**src/rtl/tap_controller_if.sv**
```systemverilog
// JTAG TAP controller port bundle: the TMS input plus the decoded state and the IR/DR strobes.
// The controller sits on the slave side; the test logic or the IR/DR cells observe through master.
interface tap_controller_if;
  logic       TMS;
  logic [3:0] State;
  logic       Reset;
  logic       ShiftIR;
  logic       ClockIR;
  logic       UpdateIR;
  logic       ShiftDR;
  logic       ClockDR;
  logic       UpdateDR;
  logic       Select;
  logic       Enable;

  modport master (
    output TMS,
    input  State, Reset, ShiftIR, ClockIR, UpdateIR, ShiftDR, ClockDR, UpdateDR, Select, Enable
  );

  modport slave (
    input  TMS,
    output State, Reset, ShiftIR, ClockIR, UpdateIR, ShiftDR, ClockDR, UpdateDR, Select, Enable
  );
endinterface

```
**src/rtl/tap_controller.sv**
```systemverilog
// IEEE 1149.1 TAP state machine: advances one state per rising TCK under TMS and Moore-decodes
// the state into the IR/DR cell strobes and the TDO mux select/enable.
module tap_controller (
  input logic              TCK,
  input logic              TRSTn,
  tap_controller_if.slave  bus
);

  // Encoding matches the standard's suggested values so State can be read off a logic analyser.
  typedef enum logic [3:0] {
    StExit2Dr = 4'h0,
    StExit1Dr = 4'h1,
    StShiftDr = 4'h2,
    StPauseDr = 4'h3,
    StSelIr   = 4'h4,
    StUpdDr   = 4'h5,
    StCapDr   = 4'h6,
    StSelDr   = 4'h7,
    StExit2Ir = 4'h8,
    StExit1Ir = 4'h9,
    StShiftIr = 4'hA,
    StPauseIr = 4'hB,
    StRti     = 4'hC,
    StUpdIr   = 4'hD,
    StCapIr   = 4'hE,
    StTlr     = 4'hF
  } tap_state_e;

  tap_state_e state_q, state_d;

  // State register; TRSTn wins over TMS.
  always_ff @(posedge TCK) begin
    if (!TRSTn) begin
      state_q <= StTlr;
    end else begin
      state_q <= state_d;
    end
  end

  // Next-state logic.
  always_comb begin
    state_d = StTlr;
    case (state_q)
      StTlr:     state_d = bus.TMS ? StTlr     : StRti;
      StRti:     state_d = bus.TMS ? StSelDr   : StRti;
      StSelDr:   state_d = bus.TMS ? StSelIr   : StCapDr;
      StCapDr:   state_d = bus.TMS ? StExit1Dr : StShiftDr;
      StShiftDr: state_d = bus.TMS ? StExit1Dr : StShiftDr;
      StExit1Dr: state_d = bus.TMS ? StUpdDr   : StPauseDr;
      StPauseDr: state_d = bus.TMS ? StExit2Dr : StPauseDr;
      StExit2Dr: state_d = bus.TMS ? StUpdDr   : StShiftDr;
      StUpdDr:   state_d = bus.TMS ? StSelDr   : StRti;
      StSelIr:   state_d = bus.TMS ? StTlr     : StCapIr;
      StCapIr:   state_d = bus.TMS ? StExit1Ir : StShiftIr;
      StShiftIr: state_d = bus.TMS ? StExit1Ir : StShiftIr;
      StExit1Ir: state_d = bus.TMS ? StUpdIr   : StPauseIr;
      StPauseIr: state_d = bus.TMS ? StExit2Ir : StPauseIr;
      StExit2Ir: state_d = bus.TMS ? StUpdIr   : StShiftIr;
      StUpdIr:   state_d = bus.TMS ? StSelDr   : StRti;
      default:   state_d = StTlr;
    endcase
  end

  // Output decode: a pure function of state_q, so no strobe can glitch with TMS.
  always_comb begin
    bus.State    = state_q;
    bus.Reset    = 1'b0;
    bus.ShiftIR  = 1'b0;
    bus.ClockIR  = 1'b0;
    bus.UpdateIR = 1'b0;
    bus.ShiftDR  = 1'b0;
    bus.ClockDR  = 1'b0;
    bus.UpdateDR = 1'b0;
    bus.Select   = 1'b0;
    bus.Enable   = 1'b0;
    case (state_q)
      StTlr:     bus.Reset = 1'b1;
      StCapDr:   bus.ClockDR = 1'b1;
      StShiftDr: begin
        bus.ShiftDR = 1'b1;
        bus.ClockDR = 1'b1;
        bus.Enable  = 1'b1;
      end
      StUpdDr:   bus.UpdateDR = 1'b1;
      StSelIr, StExit1Ir, StPauseIr, StExit2Ir: bus.Select = 1'b1;
      StCapIr:   begin
        bus.ClockIR = 1'b1;
        bus.Select  = 1'b1;
      end
      StShiftIr: begin
        bus.ShiftIR = 1'b1;
        bus.ClockIR = 1'b1;
        bus.Select  = 1'b1;
        bus.Enable  = 1'b1;
      end
      StUpdIr:   begin
        bus.UpdateIR = 1'b1;
        bus.Select   = 1'b1;
      end
      default:   ;
    endcase
  end

endmodule
```
**src/flat_wrapper.sv**
```systemverilog
// flat-port wrapper written by rule: the top's interface ports become plain ports
module tap_controller_flat 
  (TCK, TRSTn, bus_TMS, bus_State, bus_Reset, bus_ShiftIR, bus_ClockIR, bus_UpdateIR, bus_ShiftDR, bus_ClockDR, bus_UpdateDR, bus_Select, bus_Enable);
  tap_controller_if bus_i ();
  input logic TCK;
  input logic TRSTn;
  input wire logic [$bits(bus_i.TMS)-1:0] bus_TMS;
  output wire logic [$bits(bus_i.State)-1:0] bus_State;
  output wire logic [$bits(bus_i.Reset)-1:0] bus_Reset;
  output wire logic [$bits(bus_i.ShiftIR)-1:0] bus_ShiftIR;
  output wire logic [$bits(bus_i.ClockIR)-1:0] bus_ClockIR;
  output wire logic [$bits(bus_i.UpdateIR)-1:0] bus_UpdateIR;
  output wire logic [$bits(bus_i.ShiftDR)-1:0] bus_ShiftDR;
  output wire logic [$bits(bus_i.ClockDR)-1:0] bus_ClockDR;
  output wire logic [$bits(bus_i.UpdateDR)-1:0] bus_UpdateDR;
  output wire logic [$bits(bus_i.Select)-1:0] bus_Select;
  output wire logic [$bits(bus_i.Enable)-1:0] bus_Enable;
  assign bus_i.TMS = bus_TMS;
  assign bus_State = bus_i.State;
  assign bus_Reset = bus_i.Reset;
  assign bus_ShiftIR = bus_i.ShiftIR;
  assign bus_ClockIR = bus_i.ClockIR;
  assign bus_UpdateIR = bus_i.UpdateIR;
  assign bus_ShiftDR = bus_i.ShiftDR;
  assign bus_ClockDR = bus_i.ClockDR;
  assign bus_UpdateDR = bus_i.UpdateDR;
  assign bus_Select = bus_i.Select;
  assign bus_Enable = bus_i.Enable;
  tap_controller u_core (.TCK(TCK), .TRSTn(TRSTn), .bus(bus_i));
endmodule
```
**config.mk**
```make
export PLATFORM = sky130hd
export DESIGN_NAME = tap_controller_flat
export DESIGN_NICKNAME = d
export VERILOG_FILES = /design/src/rtl/tap_controller_if.sv /design/src/rtl/tap_controller.sv /design/src/flat_wrapper.sv
export SDC_FILE = /design/constraint.sdc
export NUM_CORES = 1
export LEC_CHECK = 0
export CAP_MARGIN = 20
export CORE_AREA = 2 2 39 41
export DETAILED_ROUTE_END_ITERATION = 10
export DIE_AREA = 0 0 41 43
export GPL_TIMING_DRIVEN = 0
export PLACE_DENSITY = 0.5
export SYNTH_ARGS = -nofsm -noshare
export SYNTH_HDL_FRONTEND = slang
export SYNTH_SLANG_ARGS = --single-unit
export TNS_END_PERCENT = 30
```
**constraint.sdc**
```tcl
create_clock -name TCK -period 1.55 [get_ports TCK]
set_input_delay 0.155 -clock TCK [delete_from_list [all_inputs] [get_ports TCK]]
set_output_delay 0.155 -clock TCK [all_outputs]
set_load 0.01 [all_outputs]
```
==> impl_metrics.toml <==
[setup_path]
arrival_ns = 1.33
critPathTopFamily = "buffers and inverters"
cp_max_fo = 10
crit_path_max_incr_delay_ns = 0.32
timing.rr.start = "u_core.bus.State[1]$_SDFF_PN1_"
reg2reg_depth = 6
cp_cell_sequence = "buf_6 > nor2b_2 > and3_2 > dlygate4sd2_1"
required_ns = 1.39
critPathSlowestCell = "dfxtp_2"
cp.depth = 4
cp-startpoint = "u_core.bus.State[2]$_SDFF_PN1_"
crit_path_start_kind = "register"
critPathBufInv = 2
crit_type = "reg -> out"
cp-end-kind = "output pin"

[clock_network]
clkSlewWorstSetupHoldPaths_ns = 0.04
cts_tree = "done"
htreeDepth = 1
clockRootBuffer = "clkbuf_4"
cts_buffers = 3
clock_path_buffers = 2
ctsHoldBuffers = 0
clock_sinks = 4
insertion_delay_ns = 0.23

[layout]
regArea_um2 = 88.84
multiInputGateArea_um2 = 196.4
area_growth_pct = 75.72
nNetsFinal = 68
layout-drive-gt1-share_pct = 33.33
diodes = 0
nFillCells = 167
layout_common_cells = "6 x clkdlybuf4s50_1, 6 x dlygate4sd2_1, 5 x nor2_1"
final_cells = 79
largest_register_ffs = 4

[sta]
tns_ns = 0
max_freq_ghz = 0.6748
finClkSkew_ns = 0.001510
setup_viol = 0
relSlewSlack_pct = 82.31
tightest_slew_ns = 0.2646
fin_crit_ns = 1.482
rsz0062_at_grt = "yes"
final_max_slew_viol_count = 0
period_share_pct = 95.61
hold_viol = 0

[placed_design]
place_congestion = 0.6887
numPortBuffers = 15
dp_cells = 74
place.detailed.hpwl_um = 557.3

[drt]
routed_wl_um = 809
vias = 367
drc = 0
routed_via_density = 4.646
drt-pass1-iter-count = 2
ant_nets = 0
first_iter_violations = 4
drt-wirelength-per-cell_um = 10.24

[worst_hold_path]
hold_start = "TRSTn"
min_path_cells = 2
hold_path.class = "in -> reg"

[pwr]
leakagePower_nw = 0.2664
cellPowerDensity_mw_per_mm2 = 801.3
ir_drop_mv = 0.4587

[global_routing]
grt_start_max_net_pins = 11
antenna_found_initial = 0
grt_pass1_vias = 298
track_usage_pct = 11.03
grt_pass1_wl_um = 1214
grt_overflow_total = 0

[yosys]
ys_ff_latch = 4
avgSynthCellArea_um2 = 7.071
synth_cells = 43
yosysSeqAreaShare_pct = 26.34
synth_edf_count = 0
synth_nets = 46
synth_mux_area_share_pct = 3.292
async_flop_share_pct = 0
synth_compound_area_share_pct = 19.75
syn-cell-area_um2 = 304.0
synth_xor_area_share_pct = 0
yosysUniqueCellTypes = 21
synth_top_family_by_area = "simple AND/OR/NAND/NOR gates"
synth_simple_gate_area_share_pct = 37.86
synthFlopType = "dfxtp_1"
synthAdderAreaFrac_pct = 0
yosys_warnings = 0

[outcome]
status = "complete, no violations"

[floorplanning]
coreArea_mm2 = 0.001384
start_util_pct = 21.97
rows = 14
die_x_um = 41
die-area_mm2 = 0.001763
die_h_um = 43
ios = 16

[run]
max-cap-violations = 0
## kinds of logic (layout without fill, tap and decap cells)
logic type      Yosys count  in the layout
simple gates             21             21
compound gates           10             10
flops                     4              4
mux                       1              1
buf+inv                   7             27
## path summary, 6_finish.rpt
kind	slack [ns]	to
max	0.07	bus_UpdateDR
min	0.49	u_core.bus.State[2]$_SDFF_PN1_
max reg2reg	0.17	u_core.bus.State[1]$_SDFF_PN1_
min reg2reg	0.61	u_core.bus.State[0]$_SDFF_PN1_
## cell type report
type	count	area share (%)
buffer	3	6.323
clock buffer	3	4.215
inverter	3	2.108
multi-input combinational	32	36.77
sequential	4	16.63
tap	16	3.747
timing repair buffer	18	30.21
## synthesized netlist by cell type (2+ instances only)
cell type | count | share of area [%]
inv_1 | 3 | 3.7
nand2b_1 | 2 | 4.1
nor2b_1 | 2 | 4.1
dfxtp_1 | 4 | 26
nor3_1 | 2 | 3.3
a21oi_1 | 5 | 8.2
or3b_2 | 2 | 5.8
nor2_1 | 5 | 6.2
nand2_1 | 4 | 4.9
o21ai_0 | 3 | 4.9
## metal layers
layer / track usage (%) / part of all wire [%] / vias up
met1: 10.26 / 40 / 169
met5: 0 / 0 / -
li1: - / - / 185
met4: 6.000 / 0 / 0
met3: 9.948 / 9.5 / 0
met2: 15.63 / 50 / 13
## worst reg2reg max path, cell delays in order, from the launching register on
cell and delay [ns]:
dfxtp_1 0.31, buf_6 0.14, nand2b_1 0.08, buf_6 0.12, buf_4 0.11, a21oi_2 0.04
or4b_1 0.46
## report_power, final
group	switching, mW	internal, mW	total, mW	leakage [nW]
Sequential	0.0138	0.114	0.128	0.0329
Clock	0.0402	0.0864	0.127	0.0138
Combinational	0.0758	0.0980	0.174	0.220
## through the flow
step / util [%] / power, mW / area (um^2) / worst slack (ns) / hold slack, ns
global placement: 34.27 / 0.2909 / 474.2 / -0.3553 / 0.6835
global route: 38.61 / 0.4688 / 534.3 / -0.02457 / 0.5024
CTS: 36.35 / 0.4220 / 503.0 / -0.01299 / 0.4875
finish: 38.61 / 0.4281 / 534.3 / 0.06804 / 0.4915
floorplan: - / 0.2141 / 304.0 / 0.1828 / 0.2169
detailed placement: 34.27 / 0.2906 / 474.2 / -0.3513 / 0.6782
## repair_timing
action,CTS,global route
setup buffers,0,3
endpoints found under the setup margin,9,4
pin swaps,1,1
resized for setup,21,7
Power figures use the tool's default switching activity.
==> variant: new RTL, same flow settings <==
Reset style: asynchronous (`TRSTn`), changed in one clocked block.
--- a/src/rtl/tap_controller.sv
+++ b/src/rtl/tap_controller.sv
@@ -30,5 +30,5 @@
 
   // State register; TRSTn wins over TMS.
-  always_ff @(posedge TCK) begin
+  always_ff @(posedge TCK or negedge TRSTn) begin
     if (!TRSTn) begin
       state_q <= StTlr;
Check against the original RTL: differs if TRSTn is asserted again (counterexample within 4 cycles, from zero or initial values and one cycle with TRSTn low); with TRSTn held inactive, the same outputs for 10 cycles.
==> variant against the unedited design <==
Worst hold slack worse by 0.15 ns. Design area is 0.70% lower. Critical path depth is 1 higher. Synthesized area is 4.5% higher. Sequential cell count stayed put. Register-to-register slack hardly changed. Routed wire length is 9.6% lower. Setup slack worse by 0.046 ns. Critical path type unchanged.
Power is not compared: it rests on default switching activity, and its combinational part moved more than twofold at a synthesized area within 25%.
==> variant: results (changes against the unedited design) <==
stage	metric	value	unit	change
status	outcome	completed		unchanged
logic_synthesis	synthTopCellsByCount	nand2_1, nor2_1, dfstp_2, inv_1		was a21oi_1, nor2_1, dfxtp_1, nand2_1
logic_synthesis	synth-seq-area-share	0.331		was 0.263
worst_setup_path	critPathTopFamily	flip-flops		was buffers and inverters
final_layout	fillCellCount	157		was 167
place	hpwlAfterDp	513	um	was 557 um
clocking	htreeDepth	1		unchanged
timing	maxSlewHeadroom	0.866		was 0.823
logic_synthesis	ys_types	17		was 21
drt	avgViaCountPerCell	4.38		was 4.65
logic_synthesis	synth_area_leaders	dfstp_2, buf_6, nand2_1		was dfxtp_1, a21oi_1, nor2_1
clocking	path_clk_slew	0.04	ns	about the same
final_layout	finalNetCount	63		was 68
grt	antenna_found_initial	0		unchanged
grt	grt_pass1_wl	1.24	mm	was 1.21 mm
min_path	hp-class	in2async		was in2reg
logic_synthesis	synthArstFlopShare	1.00		was 0
clocking	cts_buffer_depth	2		unchanged
worst_setup_path	critPathMaxFanout	8		was 10
drt	drt_iter0_drc	5		was 4
pwr	irDropWorstVdd	0.601	mV	
worst_setup_path	crit_slowest_cell	dfstp_2		was dfxtp_2
drt	drtPass1Iterations	4		was 2
logic_synthesis	syn_nets	41		was 46
grt	grt_pass1_vias	275		was 298
place	globalplace.congestion	0.775		was 0.689
drt	wl	731	um	was 809 um
grt	grt_max_degree	10		was 11
final_layout	layout-drive-gt1-share	0.414		was 0.333
timing	finClkSkew	0.000575	ns	was 0.00151 ns
worst_setup_path	slowest_delay	0.54	ns	was 0.32 ns
clocking	cts.root.buffer_cell	clkbuf_4		unchanged
pwr	power.leakage	0.248	nW	
grt	grt_use_total	0.110		about the same
worst_setup_path	worst_ep_arrival_time	1.37	ns	was 1.33 ns
==> variant: cell types whose count changed after synthesis, sizes merged, moves of 2 or more <==
cell   before  now
dfstp       0    4
or3b        2    0
dfxtp       4    0
a21oi       6    2
==> variant: metrics by stage <==
step	instances	utilization	cell area [um^2]	setup WS (ns)	hold WS, ns
after global placement	69	0.353	488	-0.169	0.592
after floorplan	38	-	318	0.282	0.00716
final	74	0.383	531	0.0217	0.340
after global routing	74	0.383	531	-0.0373	0.385
after CTS	72	0.367	508	-0.00285	0.349
after detailed placement	69	0.353	488	-0.167	0.597
==> variant: logic make-up after synthesis <==
group	Yosys count	synth area share
simple gates	16	0.272
compound gates	10	0.213
buf+inv	7	0.154
flops	4	0.331
mux	1	0.0315
==> variant: layer usage <==
layer,share of wire,up-vias,GRT usage
li1,-,168,-
met1,0.47,140,0.150
met2,0.45,14,0.131
met3,0.068,2,0.0471
met4,0.011,0,0.0800
met5,0,-,0
==> variant: layout make-up <==
cell class	count	area share
Sequential cell	4	0.198
Multi-Input combinational cell	27	0.349
Buffer	3	0.0708
Inverter	4	0.0283
Clock buffer	3	0.0425
Timing Repair Buffer	17	0.274
Tap cell	16	0.0377
==> variant: repair_timing <==
item	4_1_cts	5_1_grt
resized for setup	20	12
endpoints found under the setup margin	10	9
pin swaps	0	1
setup buffers	0	2
gates cloned	0	0
==> variant: final timing paths <==
| check | from | to | slack (ns) |
|---|---|---|---|
| max in group asynchronous | TRSTn | u_core.bus.State[1] | 1.19 |
| hold reg to reg | u_core.bus.State[2] | u_core.bus.State[2] | 0.64 |
| min in group TCK | bus_TMS | u_core.bus.State[0] | 0.60 |
| hold / removal | TRSTn | u_core.bus.State[3] | 0.34 |
| setup / recovery | u_core.bus.State[1] | bus_Select | 0.02 |
| setup reg to reg | u_core.bus.State[1] | u_core.bus.State[1] | 0.17 |
==> variant: power groups by stage <==
stage / clock, mW / combinational [mW] / sequential [mW]
floorplan: 0 / 0.454 / 0.267
global placement: 0 / 0.804 / 0.248
detailed placement: 0 / 0.793 / 0.251
CTS: 0.132 / 0.751 / 0.252
global route: 0.141 / 0.899 / 0.267
finish: 0.126 / 0.820 / 0.256
==> variant: worst reg2reg max path: stages, from the launching register on <==
cell and delay [ns]:
dfstp_2 0.54, buf_8 0.13, nor2b_4 0.05, buf_4 0.13, a22o_1 0.17, a221o_1 0.28
